===== src/rtl/graphics_pkg.sv =====
// Shared state encoding and constants for the sprite-drawing sequencer.
package graphics_pkg;

  localparam int unsigned GFX_PIXELS = 64;
  localparam logic [2:0]  GFX_WHITE  = 3'b111;

  typedef enum logic [3:0] {
    S_IDLE    = 4'd0,
    S_LOAD    = 4'd1,
    S_DRAW    = 4'd2,
    S_FLASH   = 4'd3,
    S_FDRAW   = 4'd4,
    S_HOLD    = 4'd5,
    S_RESTORE = 4'd6,
    S_RDRAW   = 4'd7,
    S_DONE    = 4'd8
  } gfx_state_e;

  // States in which one pixel is emitted per cycle.
  function automatic logic gfx_is_draw(input gfx_state_e s);
    return (s == S_DRAW) || (s == S_FDRAW) || (s == S_RDRAW);
  endfunction

endpackage


===== src/rtl/gfx_hold_timer.sv =====
// Hold timer for the white-flash phase: cleared by start, counts while run,
// expire is high on the last of HOLD_CYCLES counted cycles.
module gfx_hold_timer
  import graphics_pkg::*;
#(
  parameter int unsigned HOLD_CYCLES = 12_500_000,
  parameter int unsigned HOLD_W      = 24
) (
  input  logic clock,
  input  logic resetn,
  input  logic start,
  input  logic run,
  output logic expire
);

  logic [HOLD_W-1:0] hold_cnt;

  always_ff @(posedge clock) begin
    if (!resetn || start) begin
      hold_cnt <= '0;
    end else if (run) begin
      hold_cnt <= hold_cnt + 1'b1;
    end
  end

  assign expire = run && (hold_cnt == HOLD_W'(HOLD_CYCLES - 1));

endmodule


===== src/rtl/graphics_control.sv =====
// Moore sequencer for the 8x8 sprite datapath and VGA writeEn.
// Define GFX_FLASH_EN to build the flash / hold / restore phase.
module graphics_control
  import graphics_pkg::*;
#(
  parameter int unsigned PIXELS      = GFX_PIXELS,
  parameter int unsigned HOLD_CYCLES = 12_500_000,
  parameter int unsigned HOLD_W      = 24
) (
  input  logic clock,
  input  logic resetn,
  input  logic go,
  input  logic flash_req,
  output logic ld_load,
  output logic ld_enable,
  output logic ld_flash,
  output logic ld_previous,
  output logic plot,
  output logic busy,
  output logic done
);

  localparam int unsigned PIX_W = (PIXELS > 1) ? $clog2(PIXELS) : 1;

  gfx_state_e       state, nxt;
  logic [PIX_W-1:0] pix_cnt;
  logic             pix_last;
  logic             flash_q;

  assign pix_last = (pix_cnt == PIX_W'(PIXELS - 1));

`ifdef GFX_FLASH_EN
  logic hold_expire;

  gfx_hold_timer #(
    .HOLD_CYCLES (HOLD_CYCLES),
    .HOLD_W      (HOLD_W)
  ) u_hold_timer (
    .clock  (clock),
    .resetn (resetn),
    .start  (state != S_HOLD),
    .run    (state == S_HOLD),
    .expire (hold_expire)
  );

  always_ff @(posedge clock) begin
    if (!resetn) begin
      flash_q <= 1'b0;
    end else if (state == S_IDLE && go) begin
      flash_q <= flash_req;
    end
  end
`else
  logic unused_flash_req;
  localparam int unsigned unused_hold_cfg = HOLD_CYCLES + HOLD_W;

  assign unused_flash_req = flash_req;
  assign flash_q          = 1'b0;
  assign ld_flash         = 1'b0;
  assign ld_previous      = 1'b0;
`endif

  always_comb begin
    nxt = state;
    unique case (state)
      S_IDLE:    if (go) nxt = S_LOAD;
      S_LOAD:    nxt = S_DRAW;
      S_DRAW:    if (pix_last) nxt = flash_q ? S_FLASH : S_DONE;
`ifdef GFX_FLASH_EN
      S_FLASH:   nxt = S_FDRAW;
      S_FDRAW:   if (pix_last) nxt = S_HOLD;
      S_HOLD:    if (hold_expire) nxt = S_RESTORE;
      S_RESTORE: nxt = S_RDRAW;
      S_RDRAW:   if (pix_last) nxt = S_DONE;
`endif
      S_DONE:    nxt = S_IDLE;
      default:   nxt = S_IDLE;
    endcase
  end

  // Outputs are registered from the next state so they line up with the
  // state register itself while staying glitch-free.
  always_ff @(posedge clock) begin
    if (!resetn) begin
      state       <= S_IDLE;
      pix_cnt     <= '0;
      ld_load     <= 1'b0;
      ld_enable   <= 1'b0;
      plot        <= 1'b0;
      busy        <= 1'b0;
      done        <= 1'b0;
`ifdef GFX_FLASH_EN
      ld_flash    <= 1'b0;
      ld_previous <= 1'b0;
`endif
    end else begin
      state       <= nxt;
      pix_cnt     <= (gfx_is_draw(state) && !pix_last) ? pix_cnt + 1'b1 : '0;
      ld_load     <= (nxt == S_LOAD);
      ld_enable   <= (nxt == S_LOAD) || gfx_is_draw(nxt);
      plot        <= gfx_is_draw(nxt);
      busy        <= (nxt != S_IDLE);
      done        <= (nxt == S_DONE);
`ifdef GFX_FLASH_EN
      ld_flash    <= (nxt == S_FLASH);
      ld_previous <= (nxt == S_RESTORE);
`endif
    end
  end

endmodule


===== config.mk =====
export PLATFORM = sky130hd
export DESIGN_NAME = graphics_control
export DESIGN_NICKNAME = d
export VERILOG_FILES = /design/src/rtl/graphics_pkg.sv /design/src/rtl/gfx_hold_timer.sv /design/src/rtl/graphics_control.sv
export SDC_FILE = /design/constraint.sdc
export NUM_CORES = 1
export LEC_CHECK = 0
export ABC_CLOCK_PERIOD_IN_PS = 1750
export BUFFER_PORTS_ARGS = -buffer_cell sky130_fd_sc_hd__buf_4
export CAP_MARGIN = 20
export CORE_MARGIN = 4
export CORE_UTILIZATION = 26
export CTS_CLUSTER_DIAMETER = 100
export DETAILED_ROUTE_END_ITERATION = 10
export HOLD_SLACK_MARGIN = 0.02
export PLACE_DENSITY = 0.52
export SKIP_CTS_REPAIR_TIMING = 1
export SYNTH_ARGS = -nofsm -noshare
export SYNTH_HDL_FRONTEND = slang
export SYNTH_SLANG_ARGS = --single-unit
export TNS_END_PERCENT = 5

===== constraint.sdc =====
create_clock -name clock -period 1.75 [get_ports clock]
set_input_delay 0.4375 -clock clock [delete_from_list [all_inputs] [get_ports clock]]
set_output_delay 0.4375 -clock clock [all_outputs]
set_load 0.02 [all_outputs]

==> impl_summary.log <==
INFO  metric clk-insertion-delay-late = 280 ps
INFO  metric count_of_flip_flops_with_a_built_in_enable_after_synthesis = 0
INFO  metric required = 1970 ps
INFO  metric drive_above_1_share = 27.27%
INFO  metric total_congestion_overflow_after_global_routing = 0
INFO  metric floorplan.io_pins = 11
INFO  metric startpoint_type = flop
INFO  metric dr.pass1.iters = 3
INFO  metric initial_cell_density_of_the_core = 27.80%
INFO  metric floorplan.die_area = 0.003260 mm^2
INFO  metric postSynthCellCount = 57
INFO  metric finalMaxSlewViolations = 0
INFO  metric detailed_place_hpwl = 693.7 um
INFO  metric core.rowCount = 17
INFO  metric port_buffers = 7
INFO  metric power_switching = 0.1358 mW
INFO  metric yosysWarnings = 0
INFO  metric grt_setup_unrepaired = no
INFO  metric route.vias.total = 408
INFO  metric worstSetupPathType = reg2reg
INFO  metric timing.fmax = 786.7 MHz
INFO  metric chipHeight = 57.10 um
INFO  metric power.share.sequential = 59.7%
INFO  metric max_cap_violations = 0
INFO  metric routed_wl = 934 um
INFO  metric vdd.ir_drop.worst = 0.5732 mV
INFO  metric area_of_the_mapped_netlist = 626.9 um^2
INFO  metric dp_worst_setup_slack = 351.8 ps
INFO  metric setup-violations-final = 0
INFO  metric grt_start_max_net_pins = 9
INFO  metric pwr-share-clk = 32.0%
INFO  metric worst_r2r_endpoint = done
INFO  metric detail_route.vias_per_cell = 4.340
INFO  metric number_of_remaining_drc_errors = 0
INFO  metric internal = 0.4617 mW
INFO  metric number_of_synthesized_register_bits = 15
INFO  metric static-leakage-power = 0.2681 nW
INFO  metric final-seq-area = 300.3 um^2
INFO  metric worstHoldStart = go
INFO  metric final_min_period_over_clock_period = 72.64%
INFO  metric tritoncts_num_sinks = 15
INFO  metric routed_wire_length_per_instance = 9.936 um
INFO  metric reg2reg_from = pix_cnt[0]
INFO  metric fillCellCount = 247
INFO  metric crit_path_max_fanout = 6
INFO  metric switching_share = 22.73%
INFO  metric kind_of_path_behind_the_tightest_hold_check = in2reg
INFO  metric numCtsBuffers = 3
INFO  metric synthDistinctLibCells = 26
INFO  metric clk_pin_slew_worst_paths = 80 ps
INFO  metric number_of_antenna_violations_at_the_first_check_in_global_routing = 0
INFO  metric synth.cells.most_frequent = dfxtp_1 (15), buf_4 (4), a21oi_1 (3), nor2_1 (3), nor3_1 (3)
INFO  metric ctsRootBufferMaster = clkbuf_4
INFO  metric avgSynthCellArea = 11.00 um^2
INFO  metric multi_input_comb_area = 292.8 um^2
INFO  metric floorplan.core_area = 0.002255 mm^2
INFO  metric grt_first_pass_wirelength = 1718 um
INFO  metric die-width = 57.10 um
INFO  metric finalPower = 0.5975 mW
INFO  metric syn_to_final_growth = 13.97%
INFO  metric synth.yosys.seq_area_share = 47.90%
INFO  metric finalCriticalPeriod = 1271 ps
INFO  metric max-clock-path-buffers = 2
INFO  metric htreeDepth = 1
INFO  metric num_antenna_cells = 0
INFO  metric final_net_count = 72
INFO  metric synth_largest_area_cell = dfxtp_1
INFO  metric power_density = 836.3 mW/mm^2
INFO  metric tritoncts = built
INFO  metric whs_path_depth = 2
INFO  metric report.final.hold_viol_count = 0
INFO  metric outcome = finished, final reports clean
INFO  metric worst_skew = 0.7543 ps
INFO  metric worstPathArrival = 1500 ps
INFO  metric hold_path_end = state[0]
INFO  metric synth_top_cells_by_area = dfxtp_1 (48%), nor4b_4 (7.6%), buf_4 (4.8%), xnor2_1 (2.8%), xor2_1 (2.8%)
INFO  metric globalRouteTotalUtil = 6.871%
INFO  metric reg2reg_depth = 4
INFO  metric fin_ws = 478.8 ps
INFO  metric synthFlopType = dfxtp_1
INFO  metric fin_tns_setup = 0 ps
INFO  metric synth_most_common_cell = dfxtp_1
INFO  metric gp_congestion = 0.7731
INFO  metric timing.reg2reg.setup_slack = 480 ps
INFO  metric endpoint_kind = flop
INFO  metric via_count_of_the_first_global_routing_pass = 400
INFO  metric synth_top_cell_area_share = 47.90%
INFO  metric ys_async_sr_fraction = 0%
INFO  metric comb_power_share = 8.3%
INFO  metric drtIter0Drc = 3
INFO  metric ant_nets = 0
-- layer usage --
| layer | track usage [%] | routed length [um] | part of all wire (%) |
|---|---|---|---|
| met1 | 8.447 | 417 | 45 |
| met4 | 0.9934 | 11 | 1.2 |
| met3 | 5.204 | 91 | 9.7 |
| met5 | 0 | 0 | 0 |
| met2 | 9.788 | 413 | 44 |
-- sequential cells by signal, indices dropped and copies added, names as in the netlist --
name / count
busy: 1
ld_enable: 1
state: 4
done: 1
plot: 1
pix_cnt: 6
ld_load: 1
-- logic make-up after synthesis --
kind of cell / Yosys count / share of synthesized area [%]
AOI/OAI and AO/OA: 9 / 10.38
DFF: 15 / 47.90
buffers and inverters: 5 / 6.587
xor gates and xnor gates: 4 / 5.590
other: 1 / 0.5982
and+or+nand+nor: 22 / 26.95
adders and majority gates: 1 / 1.996
-- stage by stage --
step | hold WS, ps | instance area [um^2] | std cells | util (%)
after floorplan | 455.6 | 634.4 | 59 | -
after detailed placement | 477.7 | 688.2 | 90 | 30.52
final | 443.3 | 714.4 | 94 | 31.69
after global routing | 437.3 | 714.4 | 94 | 31.69
after CTS | 436.5 | 714.4 | 94 | 31.69
after global placement | 473.1 | 688.2 | 90 | 30.52
-- critical path, cell delays in order (launching register included) --
cell and delay [ps]:
dfxtp_1 370, ha_1 220, nand2_1 80, nor2_1 330, and3_1 220
-- power groups by stage --
stage	sequential (mW)	clock (mW)	combinational [mW]
final	0.357	0.191	0.0495
after global routing	0.358	0.216	0.0550
after CTS	0.357	0.205	0.0505
after detailed placement	0.365	0	0.0502
after global placement	0.365	0	0.0499
after floorplan	0.367	0	0.0398
-- how the worst max path moves through the flow --
stage / start / end / slack (ps) / cells past startpoint
detailed placement: resetn / ld_load / 350 / 3
finish: pix_cnt[0] / done / 480 / 4
CTS: pix_cnt[0] / done / 450 / 4
global placement: resetn / state[0] / 360 / 3
floorplan: resetn / ld_load / 530 / 3
global route: pix_cnt[0] / done / 310 / 4
-- layout make-up --
type / count / area share (%)
clock buffer: 4 / 3.678
multi-input combinational: 39 / 40.98
sequential: 15 / 42.03
tap: 28 / 4.904
timing repair buffer: 8 / 8.406
-- cells in the final DEF (no fill, tap or decap), types with 2 or more instances in the layout --
cell type,Yosys,final
nand2_1,2,2
xnor2_1,2,2
and3_1,2,2
nor4b_4,2,2
nor3b_1,2,2
nor3_1,3,3
a21oi_1,3,3
dfxtp_1,15,15
nor2_1,3,3
conb_1,1,3
clkbuf_4,0,3
o21ai_0,2,2
buf_4,4,8
xor2_1,2,2
nand3_1,2,2
No activity file was read; power rests on OpenSTA's default activity.
